===== config.mk =====
export PLATFORM = sky130hd
export DESIGN_NAME = ndn_packet_parser
export DESIGN_NICKNAME = d
export VERILOG_FILES = /design/src/rtl/ndn_packet_parser.sv
export SDC_FILE = /design/constraint.sdc
export NUM_CORES = 1
export LEC_CHECK = 0
export CAP_MARGIN = 5
export CORE_UTILIZATION = 40
export DETAILED_ROUTE_END_ITERATION = 12
export HOLD_SLACK_MARGIN = 0.1
export MAX_ROUTING_LAYER = met4
export PLACE_DENSITY_LB_ADDON = 0.12
export SYNTH_ARGS = -nofsm -noshare
export SYNTH_HDL_FRONTEND = slang
export SYNTH_SLANG_ARGS = --single-unit

===== constraint.sdc =====
create_clock -name clk -period 6.1 [get_ports clk]
set_clock_uncertainty 0.05 [all_clocks]
set_input_delay 1.22 -clock clk [delete_from_list [all_inputs] [get_ports clk]]
set_output_delay 1.22 -clock clk [all_outputs]
set_load 0.1 [all_outputs]

===== src/rtl/ndn_packet_parser.sv =====
// Byte-serial NDN packet front end: decodes interest/data headers, forwards
// content bytes under router backpressure and flags malformed packets.
module ndn_packet_parser #(
    parameter logic [7:0] INTEREST_TYPE  = 8'h05,
    parameter logic [7:0] DATA_TYPE      = 8'h06,
    parameter int         MAX_NAME_BYTES = 7
) (
    input  logic        clk,
    input  logic        rst,
    input  logic [7:0]  rx_byte,
    input  logic        rx_valid,
    output logic        rx_ready,
    input  logic        ready_for_data,
    output logic [63:0] prefix,
    output logic [5:0]  len,
    output logic        out_bit,
    output logic [63:0] data_in_prefix,
    output logic [5:0]  data_in_len,
    output logic        data_ready,
    output logic [7:0]  in_data,
    output logic        parse_err
);

    localparam logic [2:0] S_IDLE    = 3'd0;
    localparam logic [2:0] S_NLEN    = 3'd1;
    localparam logic [2:0] S_NAME    = 3'd2;
    localparam logic [2:0] S_CLEN    = 3'd3;
    localparam logic [2:0] S_CONTENT = 3'd4;
    localparam logic [2:0] S_DROP    = 3'd5;

    localparam logic [7:0] MAX_N = 8'(MAX_NAME_BYTES);

    logic [2:0]  r_state;
    logic [7:0]  r_cnt;
    logic [2:0]  r_idx;
    logic [2:0]  r_nlen;
    logic        r_is_data;
    logic [63:0] r_name;

    logic        w_accept;
    logic        w_last;
    logic        w_type_ok;
    logic [5:0]  w_slot;
    logic [5:0]  w_len;
    logic [63:0] w_name_next;

    assign rx_ready  = (r_state != S_CONTENT) || ready_for_data;
    assign w_accept  = rx_valid && rx_ready;
    assign w_last    = (r_cnt == 8'd1);
    assign w_type_ok = (rx_byte == INTEREST_TYPE) || (rx_byte == DATA_TYPE);
    // Name byte k lands at bit 63-8k; ~r_idx is 7-k for a 3-bit index.
    assign w_slot    = {~r_idx, 3'b000};
    assign w_len     = {r_nlen, 3'b000};

    // NOTE: default first so every path assigns w_name_next; no latch is inferred.
    always_comb begin
        w_name_next                = r_name;
        w_name_next[w_slot +: 8]   = rx_byte;
    end

    // NOTE: state is updated with non-blocking assignments so every register
    // samples the pre-edge values, independent of statement order.
    always_ff @(posedge clk or negedge rst) begin
        if (!rst) begin
            r_state        <= S_IDLE;
            r_cnt          <= 8'd0;
            r_idx          <= 3'd0;
            r_nlen         <= 3'd0;
            r_is_data      <= 1'b0;
            r_name         <= 64'd0;
            prefix         <= 64'd0;
            len            <= 6'd0;
            out_bit        <= 1'b0;
            data_in_prefix <= 64'd0;
            data_in_len    <= 6'd0;
            data_ready     <= 1'b0;
            in_data        <= 8'd0;
            parse_err      <= 1'b0;
        end else begin
            out_bit    <= 1'b0;
            data_ready <= 1'b0;
            parse_err  <= 1'b0;
            if (w_accept) begin
                case (r_state)
                    S_IDLE: begin
                        if (w_type_ok) begin
                            r_is_data <= (rx_byte == DATA_TYPE);
                            r_state   <= S_NLEN;
                        end else begin
                            parse_err <= 1'b1;
                        end
                    end
                    S_NLEN: begin
                        if (rx_byte == 8'd0) begin
                            parse_err <= 1'b1;
                            r_state   <= S_IDLE;
                        end else if (rx_byte > MAX_N) begin
                            // Oversize names are still consumed so the stream stays framed.
                            parse_err <= 1'b1;
                            r_cnt     <= rx_byte;
                            r_state   <= S_DROP;
                        end else begin
                            r_cnt   <= rx_byte;
                            r_nlen  <= rx_byte[2:0];
                            r_idx   <= 3'd0;
                            r_name  <= 64'd0;
                            r_state <= S_NAME;
                        end
                    end
                    S_NAME: begin
                        r_name <= w_name_next;
                        r_idx  <= r_idx + 3'd1;
                        r_cnt  <= r_cnt - 8'd1;
                        if (w_last) begin
                            if (r_is_data) begin
                                data_in_prefix <= w_name_next;
                                data_in_len    <= w_len;
                                r_state        <= S_CLEN;
                            end else begin
                                prefix  <= w_name_next;
                                len     <= w_len;
                                out_bit <= 1'b1;
                                r_state <= S_IDLE;
                            end
                        end
                    end
                    S_CLEN: begin
                        if (rx_byte == 8'd0) begin
                            parse_err <= 1'b1;
                            r_state   <= S_IDLE;
                        end else begin
                            r_cnt   <= rx_byte;
                            r_state <= S_CONTENT;
                        end
                    end
                    S_CONTENT: begin
                        in_data    <= rx_byte;
                        data_ready <= 1'b1;
                        r_cnt      <= r_cnt - 8'd1;
                        if (w_last) r_state <= S_IDLE;
                    end
                    S_DROP: begin
                        r_cnt <= r_cnt - 8'd1;
                        if (w_last) r_state <= S_IDLE;
                    end
                    default: r_state <= S_IDLE;
                endcase
            end
        end
    end

endmodule


==> metrics.md, run 1 <==
| Metric | Value |
|---|---|
| DR iter-0 viols | `438` |
| Core box area | `23750 µm²` |
| Worst r2r src | `r_idx[0]$_DFFE_PN0P_` |
| Reg power frac | `0.438` |
| Static Leakage | `5.457 nW` |
| Share of layout cells above drive strength 1 | `0.1035` |
| Critical path cell sequence | `clkdlybuf4s50_1 -> nor4b_1 -> inv_1 -> clkdlybuf4s50_1` |
| Post-CTS repair timing setup buffer count | `0` |
| Max_cap viols | `0` |
| Starting Density | `0.4118` |
| Synth cell types | `58` |
| Worst-margin pin slew | `1.056 ns` |
| Critical Path Slowest Stage Cell | `clkdlybuf4s50_1` |
| Tot GR Track Use | `0.1970` |
| Final core occ | `0.5199` |
| WL per Instance | `17.28 µm` |
| Total wire length | `23530 µm` |
| Int Pwr | `2.638 mW` |
| Worst Setup Slack, final | `1.437 ns` |
| Final net count | `1041` |
| Critical path capture point type | `output pin` |
| Die area | `25080 µm²` |
| ANT nets after route | `0` |
| Initial antenna violation count | `0` |
| DR vias | `7012` |
| Routability cong. | `0.8102` |
| Worst path max stage delay | `0.99 ns` |
| Pre-antenna DRT Iters | `5` |
| Total Power | `3.701 mW` |
| Slew Limit Fails | `0` |
| First-pass GRT wire length | `37490 µm` |
| Final-report setup violation count | `0` |
| Vias in the first global route | `6661` |
| Port Buffer Count | `157` |
| Inserted Diodes | `0` |
| Final std cells w/o fill | `1362` |
| Post-synth EDFFs | `0` |
| Clock power share | `0.407` |
| Required time of the worst setup path | `4.83 ns` |
| Crit path to | `rx_ready` |
| CP bufs+invs | `3` |
| Placed cells | `1317` |
| Syn. warnings | `0` |
| Total clock buffers created by CTS | `25` |
| DP Area | `11520 µm²` |
| Crit Path Class | `input port to output pin` |
| Sw Ratio | `0.2871` |
| Critical path launch point type | `input port` |
| Register area share after synthesis | `0.5807` |
| Crit path DAT | `3.39 ns` |
| Area grow syn2layout | `26.25%` |
| Reg2reg path depth | `6` |
| TritonCTS clock tree | `built` |
| Hold WC Path Type | `flip-flop to flip-flop` |
| RSZ-0062 raised after global routing | `no` |
| Hpwl dp | `15180 µm` |
| CTS clk-pin slew, worst paths | `0.06 ns` |
| Max frequency | `214.5 MHz` |
| Detailed-route DRC error count | `0` |
| Peak VDD IR | `319.7 µV` |
| Outcome | `completed` |
| Root Driver | `clkbuf_16` |
| Hold Buf Count CTS | `0` |
| Syn Inst Count | `895` |
| Comb power frac | `0.155` |
| Synth Cell Area | `9782 µm²` |
| Crit path depth | `4` |
| Die Y-Extent | `158.4 µm` |
| Register bit count reported by yosys | `227` |
| I/O pins | `164` |
| Top_reg_cell synth | `dfrtp_1` |
| Via/cell ratio | `5.148` |
| CTS resizes | `0` |
| RR Endpoint | `r_name[33]$_DFFE_PN0P_` |
| Largest delay contributor family on the critical path | `buffers and inverters` |
| H-tree levels | `1` |
| Dpl ws | `1.411 ns` |
| Commonest non-fill, non-tap cell in the layout | `dfrtp_1` |
| Avg Inst Size Synth | `10.93 µm²` |
| Largest net degree at the start of global routing | `123` |
| Max-slew headroom | `0.2936` |
| Fin crit period | `4.663 ns` |
| Design area | `12350 µm²` |
| Leading cell types in the layout, fill and taps excluded | `dfrtp_1 (227), nand2_1 (175), clkdlybuf4s50_1 (156), o21ai_1 (104), mux2i_1 (64)` |
| P per Cell Area | `299.7 nW/µm²` |
| Sw Pwr | `1.063 mW` |
| Final Cycle Share | `0.7644` |
| Setup crit start | `ready_for_data` |
| Final Hold Viols | `0` |
| Setup TNS | `0 ns` |
| Sink Count | `227` |
| Crit Path Max Fanout | `3` |
| Row Count | `56` |
| Crit path top cell by count | `clkdlybuf4s50_1` |
| Ys async rst share | `1.000` |
| GRT overflow | `0` |
| Die W | `158.4 µm` |
| Hold_ws | `0.4257 ns` |
| FF-to-FF setup slack | `2.73 ns` |
| Clk buf depth | `3` |
| Worst skew pair latency | `0.52 ns` |
## registers in the layout (all words and copies together) (netlist names)
| register | flops |
|---|---|
| parse_err | 1 |
| data_in_prefix | 64 |
| out_bit | 1 |
| in_data | 8 |
| r_is_data | 1 |
| r_state | 3 |
| r_cnt | 8 |
| len | 3 |
| data_ready | 1 |
| prefix | 64 |
| r_idx | 3 |
| r_name | 64 |
| r_nlen | 3 |
| data_in_len | 3 |
## cell type report
type / instances / area, µm²
Fill cell: 2114 / 11400
Timing Repair Buffer: 174 / 1717
Clock buffer: 35 / 723.2
Tap cell: 319 / 399.1
Clock inverter: 10 / 107.6
Inverter: 13 / 48.80
Sequential cell: 227 / 5680
Multi-Input combinational cell: 584 / 3674
## cells by family (layout without fill, tap and decap cells)
family | count (synthesis) | in the layout | synth area share
buf+inv | 89 | 232 | 0.04950
fa+ha+maj | 4 | 4 | 0.005117
simple gates | 245 | 245 | 0.1183
xor+xnor | 1 | 1 | 0.0008955
other cells | 1 | 6 | 0.0003834
compound gates | 248 | 248 | 0.1600
flops | 227 | 227 | 0.5807
mux | 80 | 80 | 0.08506
## Yosys cell counts (all sizes together), types with 2 or more instances
master | n | area [µm²]
buf | 38 | 291.5
a2111oi | 2 | 17.52
mux2 | 16 | 191.4
or4 | 4 | 33.78
o22ai | 9 | 56.30
nor3 | 9 | 50.05
nand4 | 4 | 25.02
and2 | 3 | 18.77
o21ai | 155 | 817.0
o2bb2ai | 8 | 70.07
nand3 | 4 | 25.02
nand2 | 175 | 656.9
nand2b | 3 | 18.77
nor3b | 2 | 15.01
or2 | 3 | 18.77
a21oi | 13 | 65.06
ha | 4 | 50.05
dfrtp | 227 | 5680
a22o | 48 | 420.4
nor2b | 5 | 31.28
a211oi | 2 | 27.53
mux2i | 64 | 640.6
or3b | 3 | 26.28
or3 | 2 | 12.51
nor4b | 4 | 35.03
a22oi | 2 | 15.01
clkbuf | 38 | 143.9
inv | 13 | 48.80
nor4 | 7 | 88.83
nor2 | 10 | 37.54
nor4bb | 3 | 30.03
## worst min-delay path, cell delays in order, from the launching register on
cell,delay (ns)
dfrtp_1,0.34
nand2_1,0.06
o21ai_2,0.05
## worst min path at each step
stage / slack (ns) / cells after the start / from / endpoint
2_1_floorplan: 0.41 / 2 / r_nlen[0]$_DFFE_PN0P_ / len[3]$_DFFE_PN0P_
3_3_place_gp: 0.41 / 2 / data_in_prefix[23]$_DFFE_PN0P_ / data_in_prefix[23]$_DFFE_PN0P_
6_report: 0.43 / 2 / data_in_prefix[56]$_DFFE_PN0P_ / data_in_prefix[56]$_DFFE_PN0P_
3_5_place_dp: 0.42 / 2 / data_in_prefix[17]$_DFFE_PN0P_ / data_in_prefix[17]$_DFFE_PN0P_
5_1_grt: 0.45 / 2 / prefix[10]$_DFFE_PN0P_ / prefix[10]$_DFFE_PN0P_
4_1_cts: 0.43 / 2 / data_in_prefix[17]$_DFFE_PN0P_ / data_in_prefix[17]$_DFFE_PN0P_
## power by group through the flow
stage / Combinational (mW) / Sequential [mW] / Clock (mW)
after floorplan: 0.228 / 1.83 / 0
after global placement: 0.572 / 1.65 / 0
after detailed placement: 0.574 / 1.65 / 0
after CTS: 0.576 / 1.62 / 1.55
after global routing: 0.610 / 1.63 / 1.60
final: 0.572 / 1.62 / 1.51
## metal layers
layer / up-vias / global-route usage / part of all wire
met5: - / - / 0
li1: 3405 / - / -
met4: 0 / 0.04533 / 0.018
met1: 3379 / 0.2801 / 0.47
met3: 36 / 0.02613 / 0.049
met2: 192 / 0.2997 / 0.46
No activity file was read; power rests on OpenSTA's default activity.
==> inputs of run 2 (changes only) <==
==> constraint.sdc (replaced) <==
create_clock -name clk -period 4.15 [get_ports clk]
set_clock_uncertainty 0.05 [all_clocks]
set_input_delay 0.83 -clock clk [delete_from_list [all_inputs] [get_ports clk]]
set_output_delay 0.83 -clock clk [all_outputs]
set_load 0.1 [all_outputs]
==> metrics.md, run 2 (synthesis results as in run 1) <==
| Metric | Value |
|---|---|
| Met1 usage | `0.2852` |
| Peak VDD IR | `348.2 µV` |
| Via/cell ratio | `5.141` |
| Hold Buf Count CTS | `0` |
| FF-to-FF setup slack | `0.90 ns` |
| Clk buf depth | `3` |
| RSZ-0062 raised after global routing | `no` |
| Total clock buffers created by CTS | `25` |
| Outcome | `completed` |
| Met3 usage | `0.02531` |
| GRT overflow | `0` |
| Die area | `25080 µm²` |
| Hpwl dp | `15330 µm` |
| ANT nets after route | `0` |
| Reg2reg path depth | `6` |
| Final net count | `1051` |
| Final std cells w/o fill | `1373` |
| Worst skew pair latency | `0.53 ns` |
| Slew Limit Fails | `0` |
| Post-CTS repair timing setup buffer count | `0` |
| Row Count | `56` |
| P per Cell Area | `432.0 nW/µm²` |
| DR iter-0 viols | `413` |
| Grt peak-use layer | `met2` |
| Largest net degree at the start of global routing | `105` |
| Port Buffer Count | `157` |
| Final Cycle Share | `0.7830` |
| Vias in the first global route | `6756` |
| Detailed-route DRC error count | `0` |
| Critical path launch point type | `flip-flop` |
| CTS resizes | `0` |
| Die Y-Extent | `158.4 µm` |
| Leading registers by flop count | `data_in_prefix x64, prefix x64, r_name x64` |
| Final-report setup violation count | `0` |
| Setup TNS | `0 ns` |
| Placed cells | `1327` |
| Leading cell types in the layout, fill and taps excluded | `dfrtp_1 (227), nand2_1 (175), clkdlybuf4s50_1 (155), o21ai_1 (104), mux2i_1 (64)` |
| Core box area | `23750 µm²` |
| Static Leakage | `5.492 nW` |
| Max frequency | `307.7 MHz` |
| Crit path DAT | `3.61 ns` |
| Worst r2r src | `r_idx[0]$_DFFE_PN0P_` |
| H-tree levels | `1` |
| Total wire length | `23560 µm` |
| Met2 Use GR | `0.3051` |
| Tot GR Track Use | `0.1997` |
| Fin crit period | `3.249 ns` |
| Area grow syn2layout | `26.87%` |
| Max-slew headroom | `0.2454` |
| Required time of the worst setup path | `4.51 ns` |
| Die W | `158.4 µm` |
| Root Driver | `clkbuf_16` |
| Routability cong. | `0.8093` |
| RR Endpoint | `r_name[43]$_DFFE_PN0P_` |
| CTS clk-pin slew, worst paths | `0.06 ns` |
| Worst-margin pin slew | `1.132 ns` |
| Initial antenna violation count | `0` |
| Inserted Diodes | `0` |
| Hold WC Path Type | `input port to async pin` |
| First-pass GRT wire length | `37930 µm` |
| Crit Path Class | `flip-flop to flip-flop` |
| Share of layout cells above drive strength 1 | `0.1101` |
| Final Hold Viols | `0` |
| WL per Instance | `17.16 µm` |
| Commonest non-fill, non-tap cell in the layout | `dfrtp_1` |
| Starting Density | `0.4118` |
| Critical path capture point type | `flip-flop` |
| Sink Count | `227` |
| Max_cap viols | `0` |
| Pre-antenna DRT Iters | `5` |
| DR vias | `7058` |
| TritonCTS clock tree | `built` |
| Crit Path Max Fanout | `11` |
| I/O pins | `164` |
run 2: through the flow:
step                cell area, µm²  total power, mW  setup slack [ns]  hold WS (ns)  utilization
finish                       12410            5.362            0.9006        0.2606       0.5225
global route                 12410            5.588            0.6953        0.2883       0.5225
CTS                          12410            5.417            0.9135        0.2796       0.5225
detailed placement           11600            3.270            0.6716        0.4156       0.4885
global placement             11600            3.267            0.7169        0.4122       0.4885
floorplan                     9801            3.019             1.250        0.4061            -
run 2: layout make-up:
type	instances	area (µm²)
clock inverters	6	55.05
multi-input cells	584	3674
repair buffers	184	1802
fillers	2150	11340
inverters	13	48.80
clock buffers	40	752.0
well taps	319	399.1
flip-flops and latches	227	5680
run 2: report_power, final:
group / switching (mW) / internal (mW)
logic: 0.596 / 0.246
registers: 0.0851 / 2.30
clock network: 0.887 / 1.25
total: 1.57 / 3.79
run 2: worst max-delay path by stage:
stage                    startpoint                       endpoint  slack, ns  depth (start not counted)
2_1_floorplan        ready_for_data                       rx_ready       1.25                          2
3_3_place_gp               rx_valid  data_in_prefix[9]$_DFFE_PN0P_       0.72                          6
3_5_place_dp               rx_valid  data_in_prefix[8]$_DFFE_PN0P_       0.67                          6
4_1_cts        r_idx[0]$_DFFE_PN0P_         r_name[41]$_DFFE_PN0P_       0.91                          6
5_1_grt        r_idx[0]$_DFFE_PN0P_         r_name[43]$_DFFE_PN0P_       0.70                          6
6_report       r_idx[0]$_DFFE_PN0P_         r_name[43]$_DFFE_PN0P_       0.90                          6
run 2: metal layers:
layer,share of wire,vias up
met5,0,-
met4,0.016,0
met1,0.48,3433
met3,0.042,32
met2,0.47,163
li1,-,3430
run 2: worst max-delay path: stages, from the launching register on:
cell     delay (ns)
dfrtp_1        0.52
ha_1           0.27
ha_1           0.35
or2_2          0.36
nor3_2         0.78
o22ai_1        0.49
a22o_1         0.30
